`config.mk`:
```
export PLATFORM = sky130hd
export DESIGN_NAME = seg7_scan_driver
export DESIGN_NICKNAME = d
export VERILOG_FILES = /design/src/rtl/seg7_scan_driver.sv
export SDC_FILE = /design/constraint.sdc
export NUM_CORES = 1
export LEC_CHECK = 0
export BUFFER_PORTS_ARGS = -buffer_cell sky130_fd_sc_hd__buf_4
export CORE_MARGIN = 5
export CORE_UTILIZATION = 45
export DETAILED_ROUTE_END_ITERATION = 8
export PLACE_DENSITY = 0.76
export SYNTH_ARGS = -nofsm -noshare
export SYNTH_HDL_FRONTEND = slang
export SYNTH_SLANG_ARGS = --single-unit
```
`constraint.sdc`:
```
create_clock -name clk -period 1.81 [get_ports clk]
set_input_delay 0.0905 -clock clk [delete_from_list [all_inputs] [get_ports clk]]
set_output_delay 0.0905 -clock clk [all_outputs]
set_load 0.01 [all_outputs]
```
`src/rtl/seg7_scan_driver.sv`:
```
`default_nettype none
// =============================================================================
// Module      : seg7_scan_driver
// Description : Rebuilds a 4-digit BCD bank from a time-multiplexed digit
//               stream and scans it onto a common-anode 4-digit 7-seg display,
//               with react dashes and saturation blink.
//               Optional macro SEG7_LZB_EN enables leading-zero blanking.
// Revision    : 1.0
// =============================================================================
module seg7_scan_driver #(
    parameter int unsigned REFRESH_DIV    = 50,
    parameter int unsigned BLINK_DIV      = 12500,
    parameter bit          SEG_ACTIVE_LOW = 1'b1,
    parameter bit          AN_ACTIVE_LOW  = 1'b1
) (
    input  logic       clk,
    input  logic       rst,
    input  logic [3:0] digit_in,
    input  logic [1:0] digit_sel,
    input  logic       react,
    output logic [6:0] seg,
    output logic       dp,
    output logic [3:0] an
);

    localparam int unsigned RCNT_W = (REFRESH_DIV > 1) ? $clog2(REFRESH_DIV) : 1;
    localparam int unsigned BCNT_W = (BLINK_DIV > 1) ? $clog2(BLINK_DIV) : 1;
    localparam logic [RCNT_W-1:0] REFRESH_LAST = RCNT_W'(REFRESH_DIV - 1);
    localparam logic [BCNT_W-1:0] BLINK_LAST   = BCNT_W'(BLINK_DIV - 1);
    localparam logic [6:0] SEG_POL = {7{SEG_ACTIVE_LOW}};
    localparam logic [3:0] AN_POL  = {4{AN_ACTIVE_LOW}};
    localparam logic [6:0] SEG_G   = 7'b100_0000;

    logic [3:0]        bank [4];
    logic [RCNT_W-1:0] refresh_cnt;
    logic [1:0]        scan_idx;
    logic [BCNT_W-1:0] blink_cnt;
    logic              blink_phase;

    logic              refresh_wrap;
    logic              blink_run;
    logic              lzb_blank;
    logic [6:0]        lit_seg;
    logic              lit_dp;
    logic [3:0]        lit_an;
    logic              shown;

    assign refresh_wrap = (refresh_cnt == REFRESH_LAST);
    assign blink_run    = (bank[3] == 4'd9) && !react;

    // digit_in lags its select by one cycle, so it belongs to slot sel-1
    always_ff @(posedge clk) begin
        if (rst) begin
            for (int k = 0; k < 4; k++) begin
                bank[k] <= 4'd0;
            end
        end else begin
            bank[digit_sel - 2'd1] <= digit_in;
        end
    end

    always_ff @(posedge clk) begin
        if (rst) begin
            refresh_cnt <= '0;
            scan_idx    <= 2'd0;
        end else if (refresh_wrap) begin
            refresh_cnt <= '0;
            scan_idx    <= scan_idx + 2'd1;
        end else begin
            refresh_cnt <= refresh_cnt + 1'b1;
        end
    end

    always_ff @(posedge clk) begin
        if (rst || !blink_run) begin
            blink_cnt   <= '0;
            blink_phase <= 1'b0;
        end else if (blink_cnt == BLINK_LAST) begin
            blink_cnt   <= '0;
            blink_phase <= ~blink_phase;
        end else begin
            blink_cnt   <= blink_cnt + 1'b1;
        end
    end

`ifdef SEG7_LZB_EN
    logic [3:0] zero_lead;

    always_comb begin
        zero_lead    = 4'b0000;
        zero_lead[3] = (bank[3] == 4'd0);
        zero_lead[2] = zero_lead[3] && (bank[2] == 4'd0);
        zero_lead[1] = zero_lead[2] && (bank[1] == 4'd0);
    end

    assign lzb_blank = !react && zero_lead[scan_idx];
`else
    assign lzb_blank = 1'b0;
`endif

    function automatic logic [6:0] bcd_to_seg(input logic [3:0] v);
        case (v)
            4'd0:    bcd_to_seg = 7'h3F;
            4'd1:    bcd_to_seg = 7'h06;
            4'd2:    bcd_to_seg = 7'h5B;
            4'd3:    bcd_to_seg = 7'h4F;
            4'd4:    bcd_to_seg = 7'h66;
            4'd5:    bcd_to_seg = 7'h6D;
            4'd6:    bcd_to_seg = 7'h7D;
            4'd7:    bcd_to_seg = 7'h07;
            4'd8:    bcd_to_seg = 7'h7F;
            4'd9:    bcd_to_seg = 7'h6F;
            default: bcd_to_seg = 7'h00;
        endcase
    endfunction

    // Logical (active-high) view; polarity is applied only at the output flops
    always_comb begin
        lit_seg = react ? SEG_G : bcd_to_seg(bank[scan_idx]);
        shown   = react || !blink_phase;
        if (lzb_blank) begin
            lit_seg = 7'h00;
            shown   = 1'b0;
        end
        lit_dp = !react && (scan_idx == 2'd3) && shown;
        lit_an = shown ? (4'b0001 << scan_idx) : 4'b0000;
    end

    always_ff @(posedge clk) begin
        if (rst) begin
            seg <= SEG_POL;
            dp  <= SEG_ACTIVE_LOW;
            an  <= AN_POL;
        end else begin
            seg <= lit_seg ^ SEG_POL;
            dp  <= lit_dp ^ SEG_ACTIVE_LOW;
            an  <= lit_an ^ AN_POL;
        end
    end

endmodule
`default_nettype wire

```
==> summary.txt, run 1 <==
Status
  – Status: complete, no violations

Timing
  – Hold slack: 0.0291 ns
  – Final period utilization: a little over nine tenths
  – Final Setup Violations: 0
  – Final Hold Viols: 0
  – Fmax: 0.583 GHz
  – RSZ-0062 raised after global routing: yes
  – Post-route setup TNS: 0 ns
  – PnR worst setup slack: 0.0945 ns
  – Clock Skew: around 0.0075 ns
  – Worst slew pin tran: 0.631 ns
  – Rel. slew slack: 57.5%
  – Fin crit period: 1.72 ns
  – Final Slew Violations: 0

Setup path
  – Worst Setup End Kind: register
  – Worst path required time: 1.99 ns
  – Critical path's slowest cell: mux4_2
  – CP arrival: roughly 1.9 ns
  – Buf+Inv Stages, Crit Path: 2
  – Startpoint class of the critical path: register
  – Crit path cell chain: mux4_2, inv_2, ha_4, inv_2, mux2_4, mux2i_1, nand2_1
  – Biggest cell delay along the critical path: 0.52 ns
  – CP delay by family, top: multiplexers
  – Cell mode on critical path: inv_2
  – CP Class: reg2reg
  – Worst Path Max Fanout: 4

Clock network
  – CTS sink count: 53
  – Total CTS buffers: 5
  – H-tree Lvls: 2
  – CTS tree: built
  – Skew-Pair Late Insertion Delay: 0.30 ns
  – CTS clk-pin slew, worst paths: 0.09 ns
  – Clk root buf: clkbuf_8
  – Max Root-Sink Buffers: 2

GRT
  – Largest net degree at the start of global routing: 16
  – GRT Util Overall: 13.0%
  – Initial antenna violation count: 0
  – Vias in the first global route: 1427
  – Global-route wire length before repair: 6360 microns
  – Grt ovf: 0

Placement
  – Area after DPL: 2510 sq um
  – Placer Congestion: 0.782
  – Port buffer count: 20
  – Inst Count DP: 299
  – Hpwl dp: 2810 microns
  – Pre-CTS WS: ~0.023 ns

Die
  – Starting Density: 47.0%
  – Die area: 6510 sq um
  – # IOs: 21
  – Row Count: 25
  – Core Region: 4790 sq um
  – Die W: 80.7 microns
  – Overall die height: 80.7 microns

Drt
  – First DRT Iteration DRCs: 88
  – DR DRC count: 0
  – Wire per inst: 12.1 microns
  – Via Count: 1478
  – Final WL: between 3000 and 4000 microns
  – Routed Antenna Nets: 0
  – Drt pass-1 iters: 4
  – Vias/cell: 4.74

Logic synthesis
  – Sequential share of the synthesized area: a little over half
  – Number of synthesized register bits: 53
  – Post-Synthesis Cells: 210
  – Ys Warns: 0
  – Post-synth top area share: roughly a third
  – Syn Nets: 231
  – EDFF count, synth: 16
  – Synthesized area: 2250 sq um
  – Count leader, synth: nor2_1
  – Synth Flop Type: dfxtp_1
  – FFs w/ async S/R, synth: 0%
  – Post-synthesis cell type count: 35
  – Post-synth top area cell: dfxtp_1
  – Syn Area/Cell: 10.7 sq um
  – Commonest cells in the netlist: 40 x nor2_1, 37 x dfxtp_1, 17 x nand2_1
  – Synth area leaders: dfxtp_1 33%, edfxtp_1 21%, ha_1 6.7%

Min path
  – Worst min-delay path category: in2reg

Cells and area
  – Ant. Diodes: 0
  – Fin nets: 265
  – Non-Filler Instances: approximately 310
  – Final Util: 55.8%
  – Final instance area: 2670 sq um
  – Area Overhead vs Synth: 18.8%
  – Fraction of layout cells with a size suffix above 1: about a fifth

Power and ir drop
  – Lkg Pwr: 1.07 nW
  – Pwr/cell area: 836 nW/um^2
  – Total power: about 2.2 mW
  – IR drop worst, VDD: about 0.60 mV

Job
  – Max Cap Viol: 0
==> state kept, by name, indices dropped and copies added (netlist names), named ones only <==
register / count
bank: 16
blink_cnt: 14
scan_idx: 2
an: 4
blink_phase: 1
refresh_cnt: 6
seg: 7
dp: 1
==> timing repair <==
item,CTS,global route
endpoints found under the hold margin,2,0
hold buffers,1,0
setup endpoints to repair,0,1
resized for setup,0,5
buffers inserted,0,4
==> layout make-up <==
| cell class | count | area [sq um] |
|---|---|---|
| Clock buffer | 8 | 111 |
| Fill cell | 403 | 2110 |
| Timing Repair Buffer | 32 | 243 |
| Tap cell | 67 | 83.8 |
| Multi-Input combinational cell | 138 | 957 |
| Inverter | 14 | 52.6 |
| Sequential cell | 53 | 1220 |
==> report_power, final <==
group	leakage [nW]	switching (mW)	internal (mW)
sequential	0.464	0.0199	1.27
combinational	0.549	0.100	0.0960
clock	0.0566	0.351	0.395
total	1.07	0.471	1.76
==> metal layers <==
metal	track usage (%)	wire (microns)	up-vias
li1	-	-	770
met1	15.2	1650	674
met2	22.1	1880	28
met3	3.59	179	6
met4	6.08	68	0
met5	0	0	-
==> cell usage in the layout, fill, tap and decap left out, types with 5 or more instances in the layout <==
cell       n
nor2_1    40
nand4_1    7
ha_1      11
nand2_1   17
edfxtp_1  16
mux2i_1    5
xor2_1    14
buf_4     31
dfxtp_1   36
nand3_1    7
inv_1     10
clkbuf_8   6
==> worst paths after layout <==
path	slack (ns)	startpoint	cells past startpoint	endpoint
worst max-delay path	0.09	register	7	seg[4]
worst min-delay path	0.03	react	3	dp
worst max register to register	0.09	register	7	seg[4]
worst min register to register	0.46	blink_cnt[0]	1	blink_cnt[0]
==> kinds of logic after synthesis <==
family,count (synthesis),share of synthesized area [%]
compound gates,11,2.89
xor+xnor,18,7.01
fa+ha+maj,12,6.67
buf+inv,19,3.39
flops,53,54.3
mux,10,7.40
simple gates,87,18.4
==> worst register-to-register path: stages (launching register included) <==
cell and delay, ns:
dfxtp_4 0.38, mux4_2 0.52, inv_2 0.11, ha_4 0.14, inv_2 0.03, mux2_4 0.24, mux2i_1 0.12, nand2_1 0.06
Note: power is estimated with default switching activity, not from simulation.
==> inputs of run 2 (changes only) <==
--- a/config.mk
+++ b/config.mk
@@ -9,7 +9,7 @@
 export CORE_MARGIN = 5
 export CORE_UTILIZATION = 45
 export DETAILED_ROUTE_END_ITERATION = 8
-export PLACE_DENSITY = 0.76
+export PLACE_DENSITY = 0.72
 export SYNTH_ARGS = -nofsm -noshare
 export SYNTH_HDL_FRONTEND = slang
 export SYNTH_SLANG_ARGS = --single-unit
==> summary.txt, run 2 (synthesis gave the netlist of run 1 again) <==
Placement
  – Area after DPL: 2500 sq um (was 2510 sq um)
  – Port buffer count: 20 (unchanged)
  – Placer Congestion: 0.795 (was 0.782)
  – Hpwl dp: 2810 microns (about the same)
  – Inst Count DP: 298 (was 299)

Setup path
  – Worst Path Max Fanout: 4 (unchanged)
  – Critical path's slowest cell: mux4_2 (unchanged)
  – Biggest cell delay along the critical path: 0.53 ns (was 0.52 ns)
  – Worst Setup End Kind: register (unchanged)
  – Startpoint class of the critical path: register (unchanged)
  – CP delay by family, top: multiplexers (unchanged)
  – Register-to-register path setup slack: 0.04 ns (was 0.09 ns)
  – CP arrival: 1.96 ns (was 1.90 ns)
  – Crit path cell chain: mux4_2, inv_2, ha_4, inv_1, mux2_4, mux2i_1, nand2_1 (was mux4_2, inv_2, ha_4, inv_2, mux2_4, mux2i_1, nand2_1)
  – Worst path required time: 1.99 ns (about the same)
  – CP Class: reg2reg (unchanged)
  – Buf+Inv Stages, Crit Path: 2 (unchanged)

Clock network
  – Max Root-Sink Buffers: 2 (unchanged)
  – Total CTS buffers: 5 (unchanged)
  – CTS sink count: 53 (unchanged)
  – CTS tree: built (unchanged)
  – H-tree Lvls: 2 (unchanged)
  – CTS clk-pin slew, worst paths: 0.10 ns (was 0.09 ns)
  – Clk root buf: clkbuf_8 (unchanged)
  – Skew-Pair Late Insertion Delay: 0.30 ns (about the same)

Cells and area
  – Fin nets: 263 (was 265)
  – Largest regs: bank x16, blink_cnt x14, seg x7 (unchanged)
  – Most frequent cells in the layout: 40 x nor2_1, 36 x dfxtp_1, 29 x buf_4 (was 40 x nor2_1, 36 x dfxtp_1, 31 x buf_4)
  – Biggest register: bank (unchanged)
  – Most common cell after layout, fill and taps aside: nor2_1 (unchanged)
  – Final instance area: 2660 sq um (was 2670 sq um)
  – Non-Filler Instances: 310 (was 312)
  – Area Overhead vs Synth: 18.2% (was 18.8%)
  – Ant. Diodes: 0 (unchanged)
  – Max reg flops: 16 (unchanged)
  – Fraction of layout cells with a size suffix above 1: 19.8% (was 20.4%)

Timing
  – RSZ-0062 raised after global routing: yes (unchanged)
  – Rel. slew slack: 57.6% (was 57.5%)
  – Fmax: 0.563 GHz (was 0.583 GHz)
  – Clock Skew: 0.00802 ns (was 0.00749 ns)
  – Fin crit period: 1.77 ns (was 1.72 ns)
  – Final Slew Violations: 0 (unchanged)
  – Final Hold Viols: 0 (unchanged)
  – Worst slew pin tran: 0.629 ns (was 0.631 ns)
  – Final Setup Violations: 0 (unchanged)
  – Final period utilization: 98.0% (was 94.8%)

Drt
  – Via Count: 1477 (was 1478)
  – First DRT Iteration DRCs: 47 (was 88)
  – Routed Antenna Nets: 0 (unchanged)
  – DR DRC count: 0 (unchanged)
  – Wire per inst: 12.2 microns (was 12.1 microns)
  – Final WL: 3770 microns (was 3780 microns)
  – Vias/cell: 4.76 (was 4.74)
  – Drt pass-1 iters: 4 (unchanged)

Status
  – Status: complete, no violations (unchanged)

GRT
  – Largest net degree at the start of global routing: 17 (was 16)
  – Vias in the first global route: 1431 (was 1427)
  – Global-route wire length before repair: 6310 microns (was 6360 microns)
  – GRT Util Overall: 12.4% (was 13.0%)
  – Initial antenna violation count: 0 (unchanged)
  – Grt ovf: 0 (unchanged)

Min path
  – Worst min-delay path category: in2reg (unchanged)

Die
  – Core Region: 4790 sq um (unchanged)
  – Die area: 6510 sq um (unchanged)
  – Die W: 80.7 microns (unchanged)
  – Starting Density: 47.0% (unchanged)
  – Row Count: 25 (unchanged)
  – # IOs: 21 (unchanged)
  – Overall die height: 80.7 microns (unchanged)

Power and ir drop
  – Pwr/cell area: 855 nW/um^2 (was 836 nW/um^2)
  – IR drop worst, VDD: 0.422 mV (was 0.596 mV)
  – Lkg Pwr: 1.05 nW (was 1.07 nW)

Job
  – Max Cap Viol: 0 (unchanged)
-- run 2: changes by cell type in the layout (fill, tap and decap cells not counted), sizes merged --
cell and change:
buf -2, bufinv +1, clkbuf -3, clkinv +1, clkinvlp +1
-- run 2: stage by stage --
step / hold WS [ns] / power, mW / setup WS [ns] / utilization (%) / TNS [ns]
5_1_grt: 0.0152 / 2.37 / -0.0173 / 55.6 / -0.0173
4_1_cts: 0.0101 / 2.28 / 0.00227 / 54.8 / 0
3_3_place_gp: 0.304 / 1.50 / 0.0804 / 52.2 / 0
2_1_floorplan: 0.155 / 1.43 / 0.0617 / - / 0
6_report: 0.0180 / 2.27 / 0.0353 / 55.6 / 0
3_5_place_dp: 0.301 / 1.51 / 0.0200 / 52.2 / 0
-- run 2: cell type report --
cell class,instances,area [sq um]
multi-input combinational,138,960
sequential,53,1220
clock buffer,5,68.8
clock inverter,3,41.3
tap,67,83.8
timing repair buffer,30,228
fill,423,2130
inverter,14,52.6
-- run 2: final timing paths --
kind	from	to	depth (start not counted)
max	register	seg[4]	7
min	react	dp	3
max reg2reg	register	seg[4]	7
min reg2reg	blink_cnt[0]	blink_cnt[0]	1
-- run 2: routing by layer --
layer | wire length [microns] | up-vias | share of wire [%] | global-route usage (%)
li1 | - | 768 | - | -
met1 | 1810 | 678 | 48 | 15.2
met2 | 1780 | 23 | 47 | 20.7
met3 | 109 | 8 | 2.9 | 3.03
met4 | 78 | 0 | 2.1 | 5.24
met5 | 0 | - | 0 | 0
-- run 2: report_power, final --
part / internal [mW] / switching, mW / total (mW)
Combinational: 0.0970 / 0.101 / 0.198
Clock: 0.407 / 0.375 / 0.783
Sequential: 1.27 / 0.0208 / 1.29
Total: 1.78 / 0.497 / 2.27
-- run 2: worst min-delay path, stage by stage --
cell and delay, ns:
buf_4 0.09, inv_1 0.05, nand3_1 0.06
-- run 2: timing repair --
item                                    in CTS  in global routing
pin swaps                                    0                  0
endpoints found under the hold margin        4                  0
resized for setup                            1                  4
endpoints found under the setup margin       1                  1
hold buffers                                 1                  0
buffers inserted                             0                  3
==> inputs of run 3 (changes only) <==
==> config.mk (replaced) <==
export PLATFORM = sky130hd
export DESIGN_NAME = seg7_scan_driver
export DESIGN_NICKNAME = d
export VERILOG_FILES = /design/src/rtl/seg7_scan_driver.sv
export SDC_FILE = /design/constraint.sdc
export NUM_CORES = 1
export LEC_CHECK = 0
export ABC_AREA = 1
export BUFFER_PORTS_ARGS = -buffer_cell sky130_fd_sc_hd__buf_2
export CORE_MARGIN = 5
export CORE_UTILIZATION = 45
export DETAILED_ROUTE_END_ITERATION = 8
export PLACE_DENSITY = 0.71
export SYNTH_ARGS = -nofsm -noshare
export SYNTH_HDL_FRONTEND = slang
export SYNTH_SLANG_ARGS = --single-unit
==> summary.txt, run 3 <==
Power and ir drop
  – Int Pwr: 1.59 mW (was 1.78 mW)
  – Lkg Pwr: 1.06 nW (was 1.05 nW)
  – Sequential power share: 62.4% (was 56.9%)
  – IR drop worst, VDD: 0.474 mV (was 0.422 mV)
  – Net switching power: 0.479 mW (was 0.497 mW)
  – Switching share of power: 23.1% (was 21.9%)
  – Pwr/cell area: 769 nW/um^2 (was 855 nW/um^2)
  – Power share of the clock group: 29.4% (was 34.4%)
  – Comb pwr share: 8.2% (was 8.7%)
  – Total power: 2.07 mW (was 2.27 mW)

Cells and area
  – Most frequent cells in the layout: 55 x nand2_1, 38 x nor2_1, 36 x dfxtp_1 (was 40 x nor2_1, 36 x dfxtp_1, 29 x buf_4)
  – Non-Filler Instances: 380 (was 310)
  – Most common cell after layout, fill and taps aside: nand2_1 (was nor2_1)
  – Max reg flops: 16 (unchanged)
  – Fraction of layout cells with a size suffix above 1: 15.5% (was 19.8%)
  – Biggest register: bank (unchanged)
  – Ant. Diodes: 0 (unchanged)
  – Fin nets: 330 (was 263)
  – Area Overhead vs Synth: 11.0% (was 18.2%)
  – Fill cell count: 503 (was 423)
  – Largest regs: bank x16, blink_cnt x14, seg x7 (unchanged)

Timing
  – Final Slew Violations: 0 (unchanged)
  – Fin crit period: 1.58 ns (was 1.77 ns)
  – Rel. slew slack: 63.6% (was 57.6%)
  – Final Setup Violations: 0 (unchanged)
  – Final Hold Viols: 0 (unchanged)
  – Clock Skew: 0.00627 ns (was 0.00802 ns)
  – Worst slew pin tran: 0.540 ns (was 0.629 ns)
  – Post-route setup TNS: 0 ns (unchanged)
  – Final period utilization: 87.5% (was 98.0%)
  – RSZ-0062 raised after global routing: no (was yes)
  – Fmax: 0.631 GHz (was 0.563 GHz)

Clock network
  – Total CTS buffers: 5 (unchanged)
  – Cts hold-fix bufs: 0 (was 1)
  – CTS tree: built (unchanged)
  – Skew-Pair Late Insertion Delay: 0.29 ns (was 0.30 ns)
  – H-tree Lvls: 2 (unchanged)
  – CTS clk-pin slew, worst paths: 0.09 ns (was 0.10 ns)
  – CTS sink count: 53 (unchanged)
  – Max Root-Sink Buffers: 2 (unchanged)
  – Clk root buf: clkbuf_8 (unchanged)

Logic synthesis
  – Post-synthesis compound-gate area fraction: 4.07% (was 2.89%)
  – Syn Nets: 303 (was 231)
  – Synth Flop Type: dfxtp_1 (unchanged)
  – Ys Warns: 0 (unchanged)
  – Post-synth top area share: 30.5% (was 32.9%)
  – Count leader, synth: nand2_1 (was nor2_1)
  – Synthesized area: 2430 sq um (was 2250 sq um)
  – EDFF count, synth: 16 (unchanged)
  – FFs w/ async S/R, synth: 0% (unchanged)
  – Syn Area/Cell: 8.62 sq um (was 10.7 sq um)
  – Post-synthesis xor/xnor area fraction: 2.88% (was 7.01%)
  – Largest family of logic cells by synthesized area: simple AND/OR/NAND/NOR gates (unchanged)
  – Post-synthesis cell type count: 30 (was 35)
  – Number of synthesized register bits: 53 (unchanged)
  – Post-synth top area cell: dfxtp_1 (unchanged)
  – Adder-Cell Fraction of Synth Area: 6.18% (was 6.67%)
  – Post-Synthesis Cells: 282 (was 210)
  – Simple-gate share of the synthesized area: 28.3% (was 18.4%)
  – Synth area leaders: dfxtp_1 30%, edfxtp_1 20%, nand2_1 8.5% (was dfxtp_1 33%, edfxtp_1 21%, ha_1 6.7%)
  – Sequential share of the synthesized area: 50.3% (was 54.3%)
  – Mux cell area share after synthesis: 0.927% (was 7.40%)
  – Commonest cells in the netlist: 55 x nand2_1, 38 x nor2_1, 37 x dfxtp_1 (was 40 x nor2_1, 37 x dfxtp_1, 17 x nand2_1)

Placement
  – Inst Count DP: 372 (was 298)
  – Placer Congestion: 0.885 (was 0.795)
  – Hpwl dp: 3290 microns (was 2810 microns)
  – Port buffer count: 20 (unchanged)

GRT
  – Initial antenna violation count: 0 (unchanged)
  – Largest net degree at the start of global routing: 16 (was 17)
  – Grt met3 use: 3.26% (was 3.03%)
  – Met1 Use GR: 15.4% (was 15.2%)
  – Global-route wire length before repair: 7110 microns (was 6310 microns)
  – Grt peak-use layer: met2 (unchanged)
  – GRT Util Overall: 12.3% (was 12.4%)
  – Vias in the first global route: 1658 (was 1431)
  – Grt ovf: 0 (unchanged)
  – Met2 Use GR: 21.0% (was 20.7%)

Drt
  – Routed Antenna Nets: 0 (unchanged)
  – Vias/cell: 4.64 (was 4.76)
  – DR DRC count: 0 (unchanged)
  – Wire per inst: 10.9 microns (was 12.2 microns)
  – Drt pass-1 iters: 5 (was 4)
  – First DRT Iteration DRCs: 82 (was 47)
  – Final WL: 4160 microns (was 3770 microns)
  – Via Count: 1764 (was 1477)

Min path
  – Hold path startpoint: digit_in[1] (was react)
  – Worst min-delay path category: in2reg (unchanged)

Die
  – Die W: 83.5 microns (was 80.7 microns)
  – # IOs: 21 (unchanged)
  – Row Count: 26 (was 25)
  – Starting Density: 47.0% (about the same)
  – Die area: 6970 sq um (was 6510 sq um)
  – Overall die height: 83.5 microns (was 80.7 microns)
  – Core Region: 5170 sq um (was 4790 sq um)

Setup path
  – Biggest cell delay along the critical path: 0.52 ns (was 0.53 ns)
  – Crit path cell chain: nand3_1, nand2_1, inv_1, ha_1, nand3b_1, nand3_1, nand2_1, nand2_1, nand2_1 (was mux4_2, inv_2, ha_4, inv_1, mux2_4, mux2i_1, nand2_1)
  – Buf+Inv Stages, Crit Path: 1 (was 2)
  – Worst path required time: 2.00 ns (was 1.99 ns)
  – CP arrival: 1.77 ns (was 1.96 ns)
  – CP Class: reg2reg (unchanged)
  – Worst Path Max Fanout: 6 (was 4)
  – Worst Setup End Kind: register (unchanged)
  – Startpoint class of the critical path: register (unchanged)
  – CP delay by family, top: simple AND/OR/NAND/NOR gates (was multiplexers)
  – Critical path's slowest cell: dfxtp_1 (was mux4_2)
  – Cell mode on critical path: nand2_1

Status
  – Status: complete, no violations (unchanged)

Job
  – Max Cap Viol: 0 (unchanged)
run 3: kinds of logic (layout without fill, tap and decap cells):
group / count (synthesis) / in the layout
AOI/OAI and AO/OA: 17 / 17
xor gates and xnor gates: 8 / 8
adders and majority gates: 12 / 12
buffers and inverters: 42 / 70
DFF: 53 / 53
muxes: 1 / 1
and+or+nand+nor: 149 / 149
run 3: layout make-up:
| cell class | instances | area (sq um) | area share (%) |
|---|---|---|---|
| well taps | 70 | 87.6 | 3.25 |
| clock inverters | 3 | 12.5 | 0.464 |
| inverters | 39 | 154 | 5.71 |
| clock buffers | 5 | 68.8 | 2.55 |
| repair buffers | 23 | 123 | 4.55 |
| flip-flops and latches | 53 | 1220 | 45.3 |
| multi-input cells | 187 | 1030 | 38.1 |
run 3: power groups by stage:
stage / Combinational (mW) / Clock (mW) / Sequential (mW)
after CTS: 0.173 / 0.634 / 1.29
after global routing: 0.197 / 0.664 / 1.30
after global placement: 0.169 / 0 / 1.32
after floorplan: 0.117 / 0 / 1.32
after detailed placement: 0.172 / 0 / 1.32
final: 0.170 / 0.610 / 1.29
run 3: path summary, 6_finish.rpt:
kind / to / slack (ns) / cells past startpoint
min: bank[0][1] / 0.11 / 3
min reg2reg: blink_cnt[0] / 0.45 / 1
max: seg[6] / 0.23 / 9
max reg2reg: seg[6] / 0.23 / 9
run 3: worst min-delay path, cell delays in order:
cell and delay [ns]:
buf_2 0.07, inv_1 0.04, nor2_1 0.09
run 3: through the flow:
step / cell area (sq um) / worst slack, ns / utilization (%) / hold slack [ns]
global route: 2700 / 0.0556 / 52.1 / 0.128
detailed placement: 2610 / 0.108 / 50.5 / 0.404
global placement: 2610 / 0.164 / 50.5 / 0.408
floorplan: 2430 / 0.355 / - / 0.225
CTS: 2700 / 0.0839 / 52.1 / 0.0964
finish: 2700 / 0.226 / 52.1 / 0.105
run 3: per-layer routing:
layer  vias to the layer above  part of all wire [%]
li1                        956                     -
met4                         0                  0.91
met1                       776                    47
met5                         -                     0
met3                         4                   4.0
met2                        28                    48
run 3: timing repair:
action,CTS,global route
buffers inserted,0,0
endpoints found under the setup margin,0,1
gates resized for setup,0,1
